==> src/rtl/vga_timing_pkg.sv <==
// SVGA 800x600@60 timing defaults, framebuffer geometry and pixel colour layout
// shared by the scanout datapath and its bench.
package vga_timing_pkg;

  localparam int H_VISIBLE_DEF = 800;
  localparam int H_FRONT_DEF   = 40;
  localparam int H_SYNC_DEF    = 128;
  localparam int H_BACK_DEF    = 88;
  localparam int H_TOTAL       = H_VISIBLE_DEF + H_FRONT_DEF + H_SYNC_DEF + H_BACK_DEF;

  localparam int V_VISIBLE_DEF = 600;
  localparam int V_FRONT_DEF   = 1;
  localparam int V_SYNC_DEF    = 4;
  localparam int V_BACK_DEF    = 23;
  localparam int V_TOTAL       = V_VISIBLE_DEF + V_FRONT_DEF + V_SYNC_DEF + V_BACK_DEF;

  localparam int HS_START_DEF  = H_VISIBLE_DEF + H_FRONT_DEF;
  localparam int HS_END_DEF    = HS_START_DEF + H_SYNC_DEF - 1;
  localparam int VS_START_DEF  = V_VISIBLE_DEF + V_FRONT_DEF;
  localparam int VS_END_DEF    = VS_START_DEF + V_SYNC_DEF - 1;

  localparam int COLOR_W = 6;
  localparam int CH_W    = 2;
  localparam int R_LSB   = 4;
  localparam int G_LSB   = 2;
  localparam int B_LSB   = 0;

  localparam int FB_W    = 400;
  localparam int FB_H    = 300;
  localparam int ADDR_W  = 9;

endpackage

==> src/rtl/frame_scanout_sig_delay.sv <==
// Plain DEPTH-stage shift register with synchronous clear; DEPTH must be >= 1.
module sig_delay #(
  parameter int WIDTH = 1,
  parameter int DEPTH = 1
) (
  input  logic             clk,
  input  logic             rst,
  input  logic [WIDTH-1:0] din,
  output logic [WIDTH-1:0] dout
);

  logic [WIDTH-1:0] stage [DEPTH];

  always_ff @(posedge clk) begin
    if (rst) begin
      for (int i = 0; i < DEPTH; i++) stage[i] <= '0;
    end else begin
      stage[0] <= din;
      for (int i = 1; i < DEPTH; i++) stage[i] <= stage[i-1];
    end
  end

  assign dout = stage[DEPTH-1];

endmodule

==> src/rtl/frame_scanout.sv <==
// Framebuffer reader: SVGA timing, 2x2 pixel-doubled SRAM reads, colour/sync pins
// aligned READ_LATENCY+2 cycles behind the counters, and SRAM-free signalling.
module frame_scanout
  import vga_timing_pkg::*;
#(
  parameter int READ_LATENCY = 1,
  parameter int H_VISIBLE    = H_VISIBLE_DEF,
  parameter int H_FRONT      = H_FRONT_DEF,
  parameter int H_SYNC       = H_SYNC_DEF,
  parameter int H_BACK       = H_BACK_DEF,
  parameter int V_VISIBLE    = V_VISIBLE_DEF,
  parameter int V_FRONT      = V_FRONT_DEF,
  parameter int V_SYNC       = V_SYNC_DEF,
  parameter int V_BACK       = V_BACK_DEF
) (
  input  logic               clk,
  input  logic               rst,
  input  logic [COLOR_W-1:0] rd_data,
  output logic [ADDR_W-1:0]  rd_addr_x,
  output logic [ADDR_W-1:0]  rd_addr_y,
  output logic               rd_en,
  output logic [CH_W-1:0]    vga_r,
  output logic [CH_W-1:0]    vga_g,
  output logic [CH_W-1:0]    vga_b,
  output logic               hsync,
  output logic               vsync,
  output logic               write_enable,
  output logic               vertical_porch_start
);

  localparam int LINE_LEN    = H_VISIBLE + H_FRONT + H_SYNC + H_BACK;
  localparam int FRAME_LINES = V_VISIBLE + V_FRONT + V_SYNC + V_BACK;
  localparam int HS_START    = H_VISIBLE + H_FRONT;
  localparam int HS_END      = HS_START + H_SYNC - 1;
  localparam int VS_START    = V_VISIBLE + V_FRONT;
  localparam int VS_END      = VS_START + V_SYNC - 1;

  logic [10:0] h_cnt;
  logic [9:0]  v_cnt;
  logic        visible;
  logic        hs_raw;
  logic        vs_raw;

  always_ff @(posedge clk) begin
    if (rst) begin
      h_cnt <= '0;
      v_cnt <= '0;
    end else if (h_cnt == 11'(LINE_LEN - 1)) begin
      h_cnt <= '0;
      v_cnt <= (v_cnt == 10'(FRAME_LINES - 1)) ? '0 : v_cnt + 10'd1;
    end else begin
      h_cnt <= h_cnt + 11'd1;
    end
  end

  assign visible = (h_cnt < 11'(H_VISIBLE)) && (v_cnt < 10'(V_VISIBLE));
  assign hs_raw  = (h_cnt >= 11'(HS_START)) && (h_cnt <= 11'(HS_END));
  assign vs_raw  = (v_cnt >= 10'(VS_START)) && (v_cnt <= 10'(VS_END));

  // Address halving gives the 2x2 doubling; outside the visible area it holds.
  always_ff @(posedge clk) begin
    if (rst) begin
      rd_addr_x <= '0;
      rd_addr_y <= '0;
    end else if (visible) begin
      rd_addr_x <= h_cnt[9:1];
      rd_addr_y <= v_cnt[9:1];
    end
  end

  // rd_hist[0] is the read about to be issued, rd_hist[1] is rd_en, the rest are
  // reads still in flight; the SRAM is free only when all of them are clear.
  logic [READ_LATENCY:0] rd_hist;
  assign rd_hist[0] = visible;
  assign rd_en      = rd_hist[1];

  for (genvar k = 0; k < READ_LATENCY; k++) begin : g_rd_hist
    sig_delay #(.WIDTH(1), .DEPTH(1)) u_rd_hist (
      .clk  (clk),
      .rst  (rst),
      .din  (rd_hist[k]),
      .dout (rd_hist[k+1])
    );
  end

  logic vis_d;
  logic hs_d;
  logic vs_d;

  sig_delay #(.WIDTH(3), .DEPTH(READ_LATENCY + 1)) u_sync_pipe (
    .clk  (clk),
    .rst  (rst),
    .din  ({visible, hs_raw, vs_raw}),
    .dout ({vis_d, hs_d, vs_d})
  );

  logic [COLOR_W-1:0] color;

  always_ff @(posedge clk) begin
    if (rst) begin
      color                <= '0;
      hsync                <= 1'b0;
      vsync                <= 1'b0;
      write_enable         <= 1'b0;
      vertical_porch_start <= 1'b0;
    end else begin
      color                <= vis_d ? rd_data : '0;
      hsync                <= hs_d;
      vsync                <= vs_d;
      write_enable         <= ~(|rd_hist);
      vertical_porch_start <= (h_cnt == 11'd0) && (v_cnt == 10'(V_VISIBLE));
    end
  end

  assign vga_r = color[R_LSB +: CH_W];
  assign vga_g = color[G_LSB +: CH_W];
  assign vga_b = color[B_LSB +: CH_W];

endmodule

==> config.mk <==
export PLATFORM = sky130hd
export DESIGN_NAME = frame_scanout
export DESIGN_NICKNAME = d
export VERILOG_FILES = /design/src/rtl/vga_timing_pkg.sv /design/src/rtl/frame_scanout_sig_delay.sv /design/src/rtl/frame_scanout.sv
export SDC_FILE = /design/constraint.sdc
export NUM_CORES = 1
export LEC_CHECK = 0
export CORE_MARGIN = 2
export CORE_UTILIZATION = 45
export DETAILED_ROUTE_END_ITERATION = 6
export PLACE_DENSITY = 0.71
export SYNTH_ARGS = -nofsm -noshare
export SYNTH_HDL_FRONTEND = slang
export SYNTH_SLANG_ARGS = --single-unit
export TNS_END_PERCENT = 100
==> constraint.sdc <==
create_clock -name clk -period 3.3 [get_ports clk]
set_clock_uncertainty 0.2 [all_clocks]
set_input_delay 0.66 -clock clk [delete_from_list [all_inputs] [get_ports clk]]
set_output_delay 0.66 -clock clk [all_outputs]
set_load 0.02 [all_outputs]
# --- Yosys cells after proc, flatten, opt, wreduce, memory -nomap -nowiden ---
# Memory sizes are Yosys's and may differ from the RTL's.
# Cells that the tools add are included.
totals:
  out_inout_bits: 29
  memories: 2
  mem_bits_ro: 0
  latchBits: 0
  in_bits: 8
  mem_bits_rw: 7
  regBits: 49
memory_table:
  columns: ["name", "depth", "word_bits", "read_ports", "rd_ports_with_merged_regs", "write_ports", "line_no", "text"]
  rows:
  - ["u_sync_pipe.stage", 2, 3, 2, 0, 2, "frame_scanout_sig_delay.sv:12", "logic [WIDTH-1:0] stage [DEPTH];"]
  - ["g_rd_hist[0].u_rd_hist.stage", 1, 1, 1, 0, 1, "frame_scanout_sig_delay.sv:12", null]
classes:
  bitwise: 4
  muxes: 8
  shift: 0
  reduce_logical: 9
  mul: 0
  addsub: 2
  n_div: 0
  n_lt_le_gt_ge: 6
  eq_ne: 3
op_table:
  columns: ["cell", "n"]
  rows:
  - ["10-bit == test, second input constant", 2]
  - ["11-bit by 1-bit adder with 11-bit output, second input constant", 1]
  - ["11-bit == test, second input constant", 1]
  - ["11-bit by 10-bit >= comparator with 1-bit output, second input constant", 1]
  - ["11-bit by 10-bit <= comparator with 1-bit output, second input constant", 1]
  - ["11-bit zero test", 1]
  - ["11-bit by 10-bit less-than comparator with 1-bit output, second input constant", 1]
  - ["10-bit by 1-bit adder with 10-bit output, second input constant", 1]
  - ["10-bit >= comparator, second input constant", 1]
  - ["10-bit <= comparator, second input constant", 1]
  - ["10-bit less-than comparator, second input constant", 1]
  - ["10-bit 2-to-1 mux", 1]
  - ["3-bit 2-to-1 mux", 2]
  - ["2-bit OR reduction", 3]
  - ["1-bit 2-to-1 mux", 5]
  - ["1-bit logical AND", 4]
  - ["1-bit NOT", 2]
  - ["1-bit OR", 2]
  - ["1-bit OR reduction", 1]

# --- Logic depth before layout (Yosys ltp) ---
# Gate-level depths: netlist (run 1).
depth:
  ltp_word: 4
  depth_mapped: 7

# --- Modules after synthesis ---
# Synthesis (run 1) repeated with hierarchy kept, for this count alone.
unflattened:
  hier_cells: 256
  hier_area_um2: 2344.7
modules_own_cells:
  columns: ["mod", "cells_per_inst", "instances", "area_each_um2", "seq_area_each_um2"]
  rows:
  - ["frame_scanout", 239, 1, 2130.8, 980.9]
  - ["sig_delay at u_sync_pipe", 15, 1, 180.2, 120.1]
  - ["sig_delay at g_rd_hist[0].u_rd_hist", 2, 1, 33.8, 20.0]

# --- Least setup slack after synthesis (run 1) ---
# Ideal clock, no wire load.
synth_path:
  kind: "reg2reg"
  startpoint: "register h_cnt[9]"
  endpoint: "register v_cnt[5]"
  setup_time_ps: 70
  synth_period_minus_slack_ps: 2273
  required_time_ps: 3030
  path_stages_with_launch: 6
  t_arrival_ps: 2003
  path_slack_ps: 1027
  path_cell_list: "dfxtp_1 or4_4 buf_6 or3_4 or4_1 a21oi_1"
synth_between:
  elab_chain_len: 1
synth_lines:
  columns: ["item", "line_no", "text"]
  rows:
  - ["from (decl)", "frame_scanout.sv:38", "logic [10:0] h_cnt;"]
  - ["from (signal assigned)", "frame_scanout.sv:52", "h_cnt <= h_cnt + 11'd1;"]
  - ["11-bit == test", "frame_scanout.sv:48", "end else if (h_cnt == 11'(LINE_LEN - 1)) begin"]
  - ["to (signal assigned)", "frame_scanout.sv:50", "v_cnt <= (v_cnt == 10'(FRAME_LINES - 1)) ? '0 : v_cnt + 10'd1;"]
  - ["to (decl)", "frame_scanout.sv:39", "logic [9:0] v_cnt;"]
# Every way passes these cells.
# A chain may end at the register's enable or synchronous reset.

# --- Worst setup path in the final report (run 1) ---
layout_path:
  startpoint: "register h_cnt[6]"
  endpoint: "register v_cnt[5]"
# Same word-level chain as after synthesis.

==> impl_metrics.tcl, run 1 <==
set metrics [dict create \
    final_cell_mix "55 x dfxtp_1, 41 x nand2_1, 36 x clkdlybuf4s50_1" \
    ys_seq_area_share_pct 50.0 \
    cts_tree "yes" \
    switching_power_w 0.000249 \
    intPower_w 0.000942 \
    ys_seq_elements 55 \
    hpwl_mm 3.10 \
    place_congestion 0.872 \
    slew_viol_final 0 \
    syn_inst 253 \
    ios 37 \
    path_buf_inv 0 \
    drt-initial-drc-count 109 \
    insertedDiodeCount 0 \
    io_buffers 36 \
    drt_wl_total_mm 4.31 \
    antenna_found_initial 0 \
    die_area_sq_mm 0.00547 \
    pre_cts_ws_ps 987 \
    finalSetupViolCount 0 \
    path_delay_family "simple AND/OR/NAND/NOR gates" \
    fp.coreArea_sq_mm 0.00472 \
    synth_nets 267 \
    hold_ws_ps 242 \
    path_cells "or4_4 > or3_4 > or4_1 > a21oi_1" \
    final_common_cell "dfxtp_1" \
    vias_per_cell 4.98 \
    clockPowerShare_pct 39.4 \
    die_w_um 74.0 \
    grt_pass1_vias 1491 \
    clkTransAtPathRegs_ps 100 \
    cts_buffer_depth 2 \
    cap_violations 0 \
    period_minus_slack_ps 2330 \
    grt_pass1_wl_mm 7.11 \
    worst_slack_ps 968 \
    detail-route-antenna-nets 0 \
    seqPwrFrac_pct 56.8 \
    grt_max_degree 35 \
    grt_use_total_pct 16.7 \
    nNetsFinal 297 \
    start_kind "flop" \
    synth_cell_types 38 \
    worstPathRequired_ps 3340 \
    max_freq_ghz 0.429 \
    synth_edf_count 0 \
    fin_total_pwr_w 0.00119 \
    leakagePower_nw 0.914 \
    clkLatencyLatePin_ps 310 \
    cts_hold_buffers 0 \
    synth_area_sq_mm 0.00220 \
    comb_power_share_pct 3.8 \
    fin_crit_sh_pct 70.7 \
    rsz0062_at_grt "false" \
    async_flop_share_pct 0 \
    tns_ps 0 \
    cp_max_fo 8 \
    first_pass_iters 4 \
    cts_max_level 2 \
    synth_ff_type "dfxtp_1" \
    peakVddDrop_mv 0.218 \
    cts_resized 0 \
    slowest_stage "or4_4" \
    drc_errors 0 \
    die_h_um 74.0 \
    cts_sinks 55 \
    hold_class "reg -> reg" \
    hold_viol 0 \
    path_class "reg -> reg" \
    worstMarginPinSlew_ps 713 \
    dr_total_vias 1747 \
    wire_per_inst_um 12.3 \
    syn_avg_cell_area_sq_um 8.71 \
    p_sw_share_pct 20.9 \
    status "finished clean" \
    cpPeakStageDelay_ps 590 \
    drive_gt1_share_pct 4.23 \
    final_util_pct 57.6 \
    slew-limit-headroom_pct 52.4 \
    fill_cells 431 \
    critPathArrivalTime_ps 2370 \
    globalRoute.totalOverflow 0 \
    yosys_warnings 0 \
    core.rowCount 25 \
    post_cts_buffers 0 \
    power.density_mw_per_mm2 438 \
    initial_core_util_pct 46.6 \
    cts-root-buf "clkbuf_8" \
    area_growth_syn_to_layout_pct 23.4 \
    endpoint_kind "flop" \
    cts_buffers 5 \
]
power by group through the flow:
stage / Combinational, W / Sequential [W] / Clock [W]
after floorplan: 0.0000220 / 0.000695 / 0
after global placement: 0.0000454 / 0.000692 / 0
after detailed placement: 0.0000461 / 0.000692 / 0
after CTS: 0.0000465 / 0.000677 / 0.000480
after global routing: 0.0000517 / 0.000678 / 0.000506
final: 0.0000456 / 0.000677 / 0.000469
worst reg2reg max path, cell delays in order (launching register included):
cell     delay [ps]
dfxtp_1         380
or4_4           590
or3_4           440
or4_1           510
a21oi_1         150
state kept, by name, summed over array words and instances (netlist names):
name and count:
write_enable 1, hsync 1, vertical_porch_start 1, vsync 1
u_sync_pipe.stage 6, color 6, h_cnt 11, v_cnt 10
rd_addr_y 9, rd_addr_x 9
worst paths after layout:
path,start,to,slack [ps],depth (start not counted)
max,h_cnt[6]$_SDFF_PP0_,v_cnt[5]$_SDFFE_PP0N_,970,4
min,u_sync_pipe.stage[0][1]$_SDFF_PP0_,u_sync_pipe.stage[0][4]$_SDFF_PP0_,240,1
max reg2reg,h_cnt[6]$_SDFF_PP0_,v_cnt[5]$_SDFFE_PP0N_,970,4
min reg2reg,u_sync_pipe.stage[0][1]$_SDFF_PP0_,u_sync_pipe.stage[0][4]$_SDFF_PP0_,240,1
kinds of logic after synthesis:
group / synth area share, %
xor+xnor: 5.17
buf+inv: 4.49
compound gates: 9.65
simple gates: 26.4
fa+ha+maj: 3.41
mux: 0.909
flops: 50.0
through the flow:
step | instances | area (sq um)
after floorplan | 253 | 2200
after global placement | 343 | 2600
after detailed placement | 343 | 2600
after CTS | 351 | 2720
after global routing | 351 | 2720
final | 351 | 2720
final cells by class:
cell class,count,area (sq um),share of cell area (%)
clock buffer,6,82.6,3.04
clock inverter,2,38.8,1.43
inverter,9,33.8,1.24
multi-input combinational,174,1000,36.9
sequential,55,1100,40.5
tap,67,83.8,3.08
timing repair buffer,38,375,13.8
metal layers:
layer	share of wire (%)	up-vias	track usage (%)
met1	48	785	23.6
met2	46	41	25.3
met4	1.6	0	5.86
met3	4.7	7	3.66
li1	-	914	-
met5	0	-	0
synthesized netlist by cell type, types with 3 or more instances:
cell | count | area (sq um)
nor2b_1 | 6 | 37.5
nand4_1 | 3 | 18.8
nor2_1 | 25 | 93.8
xor2_1 | 3 | 26.3
a21oi_1 | 22 | 110
xnor2_1 | 10 | 87.6
dfxtp_1 | 55 | 1100
and2_1 | 6 | 37.5
clkbuf_1 | 12 | 45.0
o21ai_0 | 5 | 25.0
ha_1 | 6 | 75.1
nor3_1 | 4 | 20.0
or4_1 | 4 | 30.0
inv_1 | 9 | 33.8
nor4_1 | 9 | 56.3
nand2_1 | 41 | 154
nand3_1 | 8 | 40.0
No activity file was read; power rests on OpenSTA's default activity.
==> run 2: changes to the inputs <==
==> constraint.sdc (replaced) <==
create_clock -name clk -period 2.2 [get_ports clk]
set_clock_uncertainty 0.2 [all_clocks]
set_input_delay 0.44 -clock clk [delete_from_list [all_inputs] [get_ports clk]]
set_output_delay 0.44 -clock clk [all_outputs]
set_load 0.02 [all_outputs]
==> run 2 against run 1 <==
Core utilization is 2.4 points higher. First-iteration DRC count shrank 7.3%. Maximum frequency up 7.8%. Sequential power grew 49%. Worst hold slack better by 2.2 ps. Via count increased by 4.6%. Non-clock buffer count grew 14. Clock power up 27%. Final cell count is 4.0% higher. Wire length up 5.5%.
==> impl_metrics.tcl, run 2 (synthesized netlist as in run 1, its figures left out) <==
set metrics [dict create \
    status "finished clean" \
    core.rowCount 25 \
    start_kind "flop" \
    place_congestion 0.870 \
    final_util_pct 60.0 \
    cts_buffer_depth 2 \
    die_area_sq_mm 0.00547 \
    cap_violations 0 \
    die_w_um 74.0 \
    endpoint_kind "flop" \
    fin_crit_sh_pct 98.3 \
    hold_viol 0 \
    leakagePower_nw 0.981 \
    first_pass_iters 4 \
    top_register "h_cnt" \
    drt-initial-drc-count 101 \
    largest_reg_flops 11 \
    peakVddDrop_mv 0.238 \
    ios 37 \
    die_h_um 74.0 \
    clkLatencyLatePin_ps 320 \
    vias_per_cell 5.01 \
    io_buffers 36 \
    cts_tree "yes" \
    insertedDiodeCount 0 \
    drive_gt1_share_pct 10.4 \
    hold_class "reg -> reg" \
    worstMarginPinSlew_ps 542 \
    cts_hold_buffers 0 \
    fill_cells 433 \
    period_minus_slack_ps 2160 \
    final_cell_mix "53 x dfxtp_1, 41 x nand2_1, 36 x clkdlybuf4s50_1" \
    cts_max_level 2 \
    max_freq_ghz 0.462 \
    initial_core_util_pct 46.6 \
    grt_use_total_pct 17.8 \
    grt_max_degree 35 \
    grt_pass1_wl_mm 7.52 \
    reg_top3 "h_cnt (11), v_cnt (10)" \
    fp.coreArea_sq_mm 0.00472 \
    slew_viol_final 0 \
    cts-root-buf "clkbuf_8" \
    rsz0062_at_grt "true" \
    slew-limit-headroom_pct 63.5 \
    drt_wl_total_mm 4.54 \
    critPathArrivalTime_ps 2220 \
    grt_pass1_vias 1660 \
    hpwl_mm 3.21 \
    nNetsFinal 311 \
    cts_sinks 55 \
    worstPathRequired_ps 2260 \
    globalRoute.totalOverflow 0 \
    cp_max_fo 5 \
    power.density_mw_per_mm2 594 \
    drc_errors 0 \
    final-seq-area_sq_mm 0.00111 \
    final_common_cell "dfxtp_1" \
    finalSetupViolCount 0 \
    clkTransAtPathRegs_ps 110 \
    multi_input_area_sq_mm 0.00102 \
    antenna_found_initial 0 \
    cts_buffers 5 \
    wire_per_inst_um 12.4 \
    detail-route-antenna-nets 0 \
    hold_ws_ps 244 \
    area_growth_syn_to_layout_pct 28.6 \
    dr_total_vias 1827 \
    path_class "reg -> reg" \
]
run 2: area by class of cell:
class	count	share of cell area, %
clock buffer	5	2.43
inverter	9	1.19
multi-input combinational	174	35.9
clock inverter	3	1.02
sequential	55	39.1
tap	67	2.96
timing repair buffer	52	17.4
run 2: final timing paths:
kind,slack (ps),startpoint,endpoint,cells past startpoint
setup reg to reg,40,h_cnt[6]$_SDFF_PP0_,v_cnt[5]$_SDFFE_PP0N_,4
hold reg to reg,240,u_sync_pipe.stage[0][4]$_SDFF_PP0_,hsync$_SDFF_PP0_,1
setup / recovery,40,h_cnt[6]$_SDFF_PP0_,v_cnt[5]$_SDFFE_PP0N_,4
hold / removal,240,u_sync_pipe.stage[0][4]$_SDFF_PP0_,hsync$_SDFF_PP0_,1
run 2: metrics by stage:
stage | TNS (ps) | area (sq um) | instances | setup WS (ps) | total power (W)
floorplan | 0 | 2210 | 253 | 8.16 | 0.00108
finish | 0 | 2830 | 365 | 36.5 | 0.00168
CTS | 0 | 2800 | 363 | 25.5 | 0.00170
global placement | 0 | 2700 | 355 | 97.5 | 0.00111
global route | -7.19 | 2830 | 365 | -7.19 | 0.00175
detailed placement | 0 | 2700 | 355 | 60.1 | 0.00111
run 2: critical path, stage by stage (launching register included):
cell and delay (ps):
dfxtp_4 360, or4_4 510, or3_4 420, or4_4 490, a21oi_2 130
run 2: power breakdown:
part           switching [W]  total [W]  leakage, nW  internal (W)
sequential        0.00000855    0.00101        0.446       0.00100
clock               0.000359   0.000595       0.0502      0.000237
combinational      0.0000388  0.0000766        0.484     0.0000378
run 2: timing repair:
action,in CTS,in global routing
endpoints found under the setup margin,0,2
gates resized for setup,0,5
buffers inserted,0,2
run 2: routing by layer:
layer | vias to the layer above | global-route usage (%) | part of all wire (%) | wire (um)
li1 | 940 | - | - | -
met1 | 832 | 23.6 | 49 | 2220
met2 | 47 | 27.9 | 45 | 2050
met3 | 8 | 3.79 | 4.1 | 187
met4 | 0 | 8.08 | 1.9 | 86
met5 | - | 0 | 0 | 0
==> run 3: changes to the inputs <==
--- a/config.mk
+++ b/config.mk
@@ -7,6 +7,7 @@
 export LEC_CHECK = 0
 export CORE_MARGIN = 2
 export CORE_UTILIZATION = 45
+export CTS_BUF_LIST = sky130_fd_sc_hd__clkbuf_4 sky130_fd_sc_hd__clkbuf_8
 export DETAILED_ROUTE_END_ITERATION = 6
 export PLACE_DENSITY = 0.71
 export SYNTH_ARGS = -nofsm -noshare
==> results of run 3 <==
Same layout as run 2: the final DEF is identical, and so are final timing and power.
